### src/rtl/instr_fetch_unit_pkg.sv
// Shared definitions for the instruction fetch unit.
//   fetch_state_e    : fetch controller states (BOOT, FETCH, HOLD)
//   DEFAULT_RESET_PC : default first fetch address after reset
//   INSTR_W          : instruction word / address width
package mips_pkg;

  localparam int          INSTR_W          = 32;
  localparam logic [31:0] DEFAULT_RESET_PC = 32'h0000_0000;

  typedef enum logic [1:0] {
    BOOT  = 2'd0,
    FETCH = 2'd1,
    HOLD  = 2'd2
  } fetch_state_e;

endpackage

### src/rtl/instr_fetch_unit_if.sv
// Bus bundle between the fetch unit, the instruction memory and the core.
//   master : fetch unit side (drives imem request and the presented instruction)
//   slave  : environment side (memory response, stall and redirect controls)
interface instr_fetch_unit_if #(parameter int CNT_W = 16);
  import mips_pkg::*;

  // core -> fetch
  logic               stall;
  logic               jump;
  logic [INSTR_W-1:0] jump_target;
  logic               branch_taken;
  logic [INSTR_W-1:0] branch_target;
  // memory -> fetch
  logic               imem_ack;
  logic [INSTR_W-1:0] imem_rdata;
  // fetch -> memory
  logic               imem_req;
  logic [INSTR_W-1:0] imem_addr;
  // fetch -> core
  logic [INSTR_W-1:0] instruction;
  logic [INSTR_W-1:0] pc;
  logic [INSTR_W-1:0] pc4;
  logic               instr_valid;
  logic               misalign_err;
  logic [CNT_W-1:0]   fetch_count;

  modport master (
    input  stall, jump, jump_target, branch_taken, branch_target, imem_ack, imem_rdata,
    output imem_req, imem_addr, instruction, pc, pc4, instr_valid, misalign_err, fetch_count
  );

  modport slave (
    output stall, jump, jump_target, branch_taken, branch_target, imem_ack, imem_rdata,
    input  imem_req, imem_addr, instruction, pc, pc4, instr_valid, misalign_err, fetch_count
  );

endinterface

### src/rtl/instr_fetch_unit_pc_next_sel.sv
// Combinational next-fetch-PC selection for an accepted instruction.
//   jump_i/jump_target_i     : jump redirect (highest priority)
//   branch_i/branch_target_i : taken-branch redirect
//   pc4_i                    : sequential fall-through address
//   next_pc_o                : selected address, low two bits cleared
//   misalign_o               : selected redirect target had nonzero low bits
module pc_next_sel
  import mips_pkg::*;
(
  input  logic               jump_i,
  input  logic [INSTR_W-1:0] jump_target_i,
  input  logic               branch_i,
  input  logic [INSTR_W-1:0] branch_target_i,
  input  logic [INSTR_W-1:0] pc4_i,
  output logic [INSTR_W-1:0] next_pc_o,
  output logic               misalign_o
);

  logic [INSTR_W-1:0] raw;

  always_comb begin
    raw        = pc4_i;
    misalign_o = 1'b0;
    if (jump_i) begin
      raw        = jump_target_i;
      misalign_o = |jump_target_i[1:0];
    end else if (branch_i) begin
      raw        = branch_target_i;
      misalign_o = |branch_target_i[1:0];
    end
    next_pc_o = {raw[INSTR_W-1:2], 2'b00};
  end

endmodule

### src/rtl/instr_fetch_unit.sv
// Instruction fetch unit: one outstanding request to instruction memory,
// holds the returned word until the core accepts it, then computes the
// next fetch address (jump > branch > pc+4).
//   clk, rst_n : clock, asynchronous active-low reset
//   bus        : instr_fetch_unit_if master (memory handshake, core handshake,
//                redirect inputs, status outputs)
module instr_fetch_unit
  import mips_pkg::*;
#(
  parameter logic [31:0] RESET_PC = DEFAULT_RESET_PC,
  parameter int          CNT_W    = 16
) (
  input  logic                   clk,
  input  logic                   rst_n,
  instr_fetch_unit_if.master     bus
);

  fetch_state_e       state_q, state_d;
  logic [INSTR_W-1:0] fetch_pc_q, fetch_pc_d;
  logic [INSTR_W-1:0] instr_q, instr_d;
  logic [INSTR_W-1:0] pc_q, pc_d;
  logic               err_q, err_d;
  logic [CNT_W-1:0]   cnt_q, cnt_d;

  logic [INSTR_W-1:0] pc4;
  logic [INSTR_W-1:0] nxt_pc;
  logic               nxt_misalign;

  // wraps naturally at 2^32
  assign pc4 = pc_q + 32'd4;

  pc_next_sel u_sel (
    .jump_i          (bus.jump),
    .jump_target_i   (bus.jump_target),
    .branch_i        (bus.branch_taken),
    .branch_target_i (bus.branch_target),
    .pc4_i           (pc4),
    .next_pc_o       (nxt_pc),
    .misalign_o      (nxt_misalign)
  );

  always_ff @(posedge clk or negedge rst_n) begin
    if (!rst_n) begin
      state_q    <= BOOT;
      fetch_pc_q <= RESET_PC;
      instr_q    <= '0;
      pc_q       <= RESET_PC;
      err_q      <= 1'b0;
      cnt_q      <= '0;
    end else begin
      state_q    <= state_d;
      fetch_pc_q <= fetch_pc_d;
      instr_q    <= instr_d;
      pc_q       <= pc_d;
      err_q      <= err_d;
      cnt_q      <= cnt_d;
    end
  end

  // Redirect inputs and stall only matter in HOLD; ack only in FETCH.
  always_comb begin
    state_d    = state_q;
    fetch_pc_d = fetch_pc_q;
    instr_d    = instr_q;
    pc_d       = pc_q;
    err_d      = err_q;
    cnt_d      = cnt_q;
    unique case (state_q)
      BOOT: state_d = FETCH;
      FETCH: begin
        if (bus.imem_ack) begin
          instr_d = bus.imem_rdata;
          pc_d    = fetch_pc_q;
          state_d = HOLD;
        end
      end
      HOLD: begin
        if (!bus.stall) begin
          fetch_pc_d = nxt_pc;
          err_d      = err_q | nxt_misalign;
          cnt_d      = cnt_q + CNT_W'(1);
          state_d    = FETCH;
        end
      end
      default: state_d = BOOT;
    endcase
  end

  assign bus.imem_req     = (state_q == FETCH);
  assign bus.imem_addr    = fetch_pc_q;
  assign bus.instruction  = instr_q;
  assign bus.pc           = pc_q;
  assign bus.pc4          = pc4;
  assign bus.instr_valid  = (state_q == HOLD);
  assign bus.misalign_err = err_q;
  assign bus.fetch_count  = cnt_q;

endmodule
### src/flat_wrapper.sv
// flat-port wrapper written by rule: the top's interface ports become plain ports
module instr_fetch_unit_flat import mips_pkg::*;
#(
  parameter logic [31:0] RESET_PC = DEFAULT_RESET_PC,
  parameter int          CNT_W    = 16
)
  (clk, rst_n, bus_stall, bus_jump, bus_jump_target, bus_branch_taken, bus_branch_target, bus_imem_ack, bus_imem_rdata, bus_imem_req, bus_imem_addr, bus_instruction, bus_pc, bus_pc4, bus_instr_valid, bus_misalign_err, bus_fetch_count);
  instr_fetch_unit_if #(.CNT_W(CNT_W)) bus_i ();
  input  logic clk;
  input  logic rst_n;
  input wire logic [$bits(bus_i.stall)-1:0] bus_stall;
  input wire logic [$bits(bus_i.jump)-1:0] bus_jump;
  input wire logic [$bits(bus_i.jump_target)-1:0] bus_jump_target;
  input wire logic [$bits(bus_i.branch_taken)-1:0] bus_branch_taken;
  input wire logic [$bits(bus_i.branch_target)-1:0] bus_branch_target;
  input wire logic [$bits(bus_i.imem_ack)-1:0] bus_imem_ack;
  input wire logic [$bits(bus_i.imem_rdata)-1:0] bus_imem_rdata;
  output wire logic [$bits(bus_i.imem_req)-1:0] bus_imem_req;
  output wire logic [$bits(bus_i.imem_addr)-1:0] bus_imem_addr;
  output wire logic [$bits(bus_i.instruction)-1:0] bus_instruction;
  output wire logic [$bits(bus_i.pc)-1:0] bus_pc;
  output wire logic [$bits(bus_i.pc4)-1:0] bus_pc4;
  output wire logic [$bits(bus_i.instr_valid)-1:0] bus_instr_valid;
  output wire logic [$bits(bus_i.misalign_err)-1:0] bus_misalign_err;
  output wire logic [$bits(bus_i.fetch_count)-1:0] bus_fetch_count;
  assign bus_i.stall = bus_stall;
  assign bus_i.jump = bus_jump;
  assign bus_i.jump_target = bus_jump_target;
  assign bus_i.branch_taken = bus_branch_taken;
  assign bus_i.branch_target = bus_branch_target;
  assign bus_i.imem_ack = bus_imem_ack;
  assign bus_i.imem_rdata = bus_imem_rdata;
  assign bus_imem_req = bus_i.imem_req;
  assign bus_imem_addr = bus_i.imem_addr;
  assign bus_instruction = bus_i.instruction;
  assign bus_pc = bus_i.pc;
  assign bus_pc4 = bus_i.pc4;
  assign bus_instr_valid = bus_i.instr_valid;
  assign bus_misalign_err = bus_i.misalign_err;
  assign bus_fetch_count = bus_i.fetch_count;
  instr_fetch_unit #(.RESET_PC(RESET_PC), .CNT_W(CNT_W)) u_core (.clk(clk), .rst_n(rst_n), .bus(bus_i));
endmodule
### config.mk
export PLATFORM = sky130hd
export DESIGN_NAME = instr_fetch_unit_flat
export DESIGN_NICKNAME = d
export VERILOG_FILES = /design/src/rtl/instr_fetch_unit_pkg.sv /design/src/rtl/instr_fetch_unit_if.sv /design/src/rtl/instr_fetch_unit_pc_next_sel.sv /design/src/rtl/instr_fetch_unit.sv /design/src/flat_wrapper.sv
export SDC_FILE = /design/constraint.sdc
export NUM_CORES = 1
export LEC_CHECK = 0
export ABC_AREA = 0
export BUFFER_PORTS_ARGS = -buffer_cell sky130_fd_sc_hd__buf_2
export CORE_MARGIN = 2
export CORE_UTILIZATION = 47
export CTS_CLUSTER_DIAMETER = 120
export DETAILED_ROUTE_END_ITERATION = 16
export PLACE_DENSITY = 0.8
export SYNTH_ARGS = -nofsm -noshare
export SYNTH_HDL_FRONTEND = slang
export SYNTH_SLANG_ARGS = --single-unit
export TNS_END_PERCENT = 20
### constraint.sdc
create_clock -name clk -period 1.9 [get_ports clk]
set_input_delay 0.19 -clock clk [delete_from_list [all_inputs] [get_ports clk]]
set_output_delay 0.19 -clock clk [all_outputs]
set_load 0.01 [all_outputs]
==> impl_metrics.ini <==
[routing]
drc = 0
antenna_violating_nets_post_route = 0
drt_iter0_drc = 375
routed-via-count = 5074
detailedRoute.firstPassIterationCount = 6
route.detailed.vias_per_inst = 5.600
routedWlPerCell_um = 18.40
detail_route.wirelength_um = 16670

[logic_synthesis]
synth_seq_area_share_pct = 51.34
mappedNetlistArea_um2 = 5410
netlist_instances = 483
syn-mean-instance-area_um2 = 11.20
ys_ff_latch = 111
post_synth_num_cell_types = 47
yosysWarnings = 0

[die]
num_io_pins = 249
chipWidth_um = 111.3
row_count = 39
fp.dieArea_um2 = 12390
fp.dieH_um = 111.3
start_util_pct = 47.79
floorplan.core_area_um2 = 11320

[hold_path]
worstHoldEndpoint = u_core.bus.instruction[6]
worst_hold_startpoint = bus_imem_rdata[6]
min_delay_path_depth = 2
min-delay-path-class = input pin to register

[setup_path]
critical_path_buf_inv_count = 2
reg2reg_to = u_core.bus.imem_addr[19]
cp_top_family = simple AND/OR/NAND/NOR gates
crit_type = register to output pin
critical_path_data_arrival_time_ns = 1.97
reg2reg_setup_slack_ns = -0.05
path_cells = and4_4 > nor3b_4 > buf_12 > nand4_1 > xnor2_1 > buf_2
reg2regPathDepth = 8
critical_path_required_ns = 1.71
critPathMaxFanout = 9
timing.critical_path.slowest_cell_delay_ns = 0.44
end_kind = output pin
r2r_start = u_core.bus.pc[3]
critical-path-slowest-cell = sky130_fd_sc_hd__dfrtp_1
critical_path.startpoint_type = register

[flow_run]
drv_cap = 0

[global_route]
antenna_found_initial = 1
grt.total_usage_pct = 25.93
grt_pass1_vias = 5068
grt_pass1_wl_um = 25750
globalRoute.totalOverflow = 0
grt_max_degree = 112

[run_status]
violated_checks = negative setup slack
run_status = finished with violations

[timing]
count_of_final_max_slew_check_failures = 0
fin_crit_sh_pct = 113.6
final_hold_slack_ns = 0.07032
timing.slew.headroom_pct = 59.45
worst-slew-pin-transition_ns = 0.6083
rsz_0062_raised_after_global_routing = true
finalHoldViolations = 0
timing.final.crit_period_ns = 2.159
fin_skew_ns = 0.004683
fin_ws_ns = -0.2586
max_clock_freq_mhz = 463.3
setup_viol = 23

[place]
place_congestion = 0.9218
portBuffers = 242
dp_hpwl_um = 11880

[clock_tree]
num_cts_buffers = 9
tritoncts = done
cts.root.buffer_cell = sky130_fd_sc_hd__clkbuf_16
clock_latency_ns = 0.35
max-clock-path-buffers = 2
worst_setup_hold_path_clk_slew_ns = 0.07
clock_tree.htree_level_count = 3
total_clock_sinks = 111

[layout]
final_layout_size_suffix_gt1_share_pct = 53.28
design.final.nets = 862
syn_to_final_growth_pct = 39.52
nFillCells = 890
post-route-util_pct = 66.68

[power_and_ir_drop]
peakVddDrop_uv = 783.4
leakage_power_of_the_design_uw = 0.003682
powerDensity_nw_per_um2 = 1556
## final cells by class
cell class	instances	area (µm²)	share of cell area (%)
clock buffer	9	225.2	2.984
sequential	111	2785	36.90
clock inverter	6	70.07	0.9282
multi-input combinational	337	2600	34.44
timing repair buffer	293	1664	22.05
inverter	6	22.52	0.2984
antenna	1	2.502	0.03315
tap	143	178.9	2.370
## cells in the mapped netlist (all sizes together)
| master | n | area share (%) |
|---|---|---|
| dfrtp | 111 | 51 |
| mux2 | 62 | 13 |
| nand2 | 37 | 2.6 |
| xnor2 | 30 | 4.9 |
| nor2 | 26 | 1.8 |
| clkbuf | 24 | 1.7 |
| a21oi | 22 | 2.0 |
| nand3 | 22 | 2.1 |
| nand4 | 15 | 1.7 |
| o21ai | 14 | 1.3 |
| xor2 | 12 | 1.9 |
| buf | 10 | 1.1 |
| o221ai | 9 | 1.5 |
| a221o | 8 | 1.5 |
| a22oi | 8 | 1.1 |
| a2bb2oi | 8 | 1.4 |
| a31o | 7 | 1.1 |
| and3 | 7 | 0.83 |
| nor3 | 6 | 0.56 |
| a222oi | 5 | 0.93 |
| inv | 5 | 0.35 |
| mux2i | 4 | 0.74 |
| and4 | 3 | 0.49 |
| nor2b | 3 | 0.35 |
| nor3b | 3 | 0.51 |
| nor4 | 3 | 0.58 |
| a21o | 2 | 0.28 |
| ha | 2 | 0.46 |
| nand2b | 2 | 0.23 |
| nand3b | 2 | 0.28 |
| o22ai | 2 | 0.23 |
| a21boi | 1 | 0.14 |
| a221oi | 1 | 0.16 |
| and3b | 1 | 0.16 |
| clkinv | 1 | 0.069 |
| conb | 1 | 0.069 |
| o211ai | 1 | 0.14 |
| o221a | 1 | 0.21 |
| or3 | 1 | 0.12 |
| or4 | 1 | 0.14 |
## worst reg2reg max path, delay by kind of cell (launching register included)
| kind | cells | cell delay, ns |
|---|---|---|
| and+or+nand+nor | 3 | 0.65 |
| DFF | 1 | 0.44 |
| buffers and inverters | 3 | 0.42 |
| AOI/OAI and AO/OA | 1 | 0.18 |
| xor gates and xnor gates | 1 | 0.16 |
## flip-flops by register name, summed over array words and instances, names as in the netlist
name and cells:
u_core.bus.fetch_count 16, u_core.bus.imem_addr 30, u_core.bus.instruction 32, u_core.bus.misalign_err 1, u_core.bus.pc 30, u_core.state_q 2
## repair_timing
action                                  4_1_cts  5_1_grt
buffers inserted                              5        4
resized for setup                            10       14
endpoints found under the setup margin       23       24
hold buffers                                  1        0
endpoints found under the hold margin       111        0
pin swaps                                     5        7
## through the flow
stage               setup slack, ns  total power (µW)  area, µm²  TNS (ns)  instances
CTS                         -0.2503             11630       7448    -3.857        901
global route                -0.3428             12410       7548    -5.928        906
detailed placement         -0.03805              9585       7051  -0.03805        880
floorplan                  -0.01885              7024       5444  -0.01885        488
global placement           0.001840              9400       7051         0        880
finish                      -0.2586             11750       7548    -3.914        906
## routing by layer
metal  vias up  wire (µm)  part of all wire (%)  GRT usage (%)
met1      2521       6933                    42          33.39
met4         0        427                   2.6          10.78
met5         -          0                     0              0
li1       2297          -                     -              -
met3        35        896                   5.4          3.062
met2       221       8411                    50          44.51
## where the power goes
part	switching [µW]	internal [µW]
sequential	835	3400
clock	878	1030
combinational	2810	2790
## worst max-delay path by stage
stage                      start                  endpoint  slack [ns]  depth (start not counted)
2_1_floorplan  u_core.bus.pc[20]  u_core.bus.imem_addr[31]       -0.02                          5
3_3_place_gp   u_core.bus.pc[14]               bus_pc4[31]       0.002                          5
3_5_place_dp   u_core.bus.pc[14]               bus_pc4[31]       -0.04                          5
4_1_cts         u_core.bus.pc[3]               bus_pc4[30]       -0.25                          7
5_1_grt         u_core.bus.pc[3]               bus_pc4[30]       -0.34                          7
6_report        u_core.bus.pc[3]               bus_pc4[19]       -0.26                          6
## cells by family (layout without fill, tap and decap cells)
kind of cell	count (synthesis)	in the layout	share of synthesized area, %
AO/OA/AOI/OAI	89	89	12.00
XOR/XNOR	42	42	6.799
adder cells (fa/ha/maj)	2	2	0.4625
buffers and inverters	40	314	3.214
flip-flops	111	111	51.34
multiplexers	66	66	13.64
other	1	7	0.06931
AND/OR/NAND/NOR	132	132	12.47
## layout by cell type (no fill, tap or decap), drive strengths merged, types with 3 or more instances in the layout
| cell | n |
|---|---|
| nor3 | 6 |
| o221ai | 9 |
| nor2b | 3 |
| and4 | 3 |
| clkinvlp | 3 |
| a21oi | 22 |
| a222oi | 5 |
| nor4 | 3 |
| conb | 6 |
| buf | 292 |
| and3 | 7 |
| clkbuf | 9 |
| nor3b | 3 |
| nor2 | 26 |
| a221o | 8 |
| nand2 | 37 |
| a22oi | 8 |
| inv | 7 |
| xnor2 | 30 |
| dfrtp | 111 |
| mux2 | 62 |
| xor2 | 12 |
| a2bb2oi | 8 |
| o21ai | 14 |
| nand4 | 15 |
| a31o | 7 |
| mux2i | 4 |
| nand3 | 22 |
No activity file was read; power rests on OpenSTA's default activity.
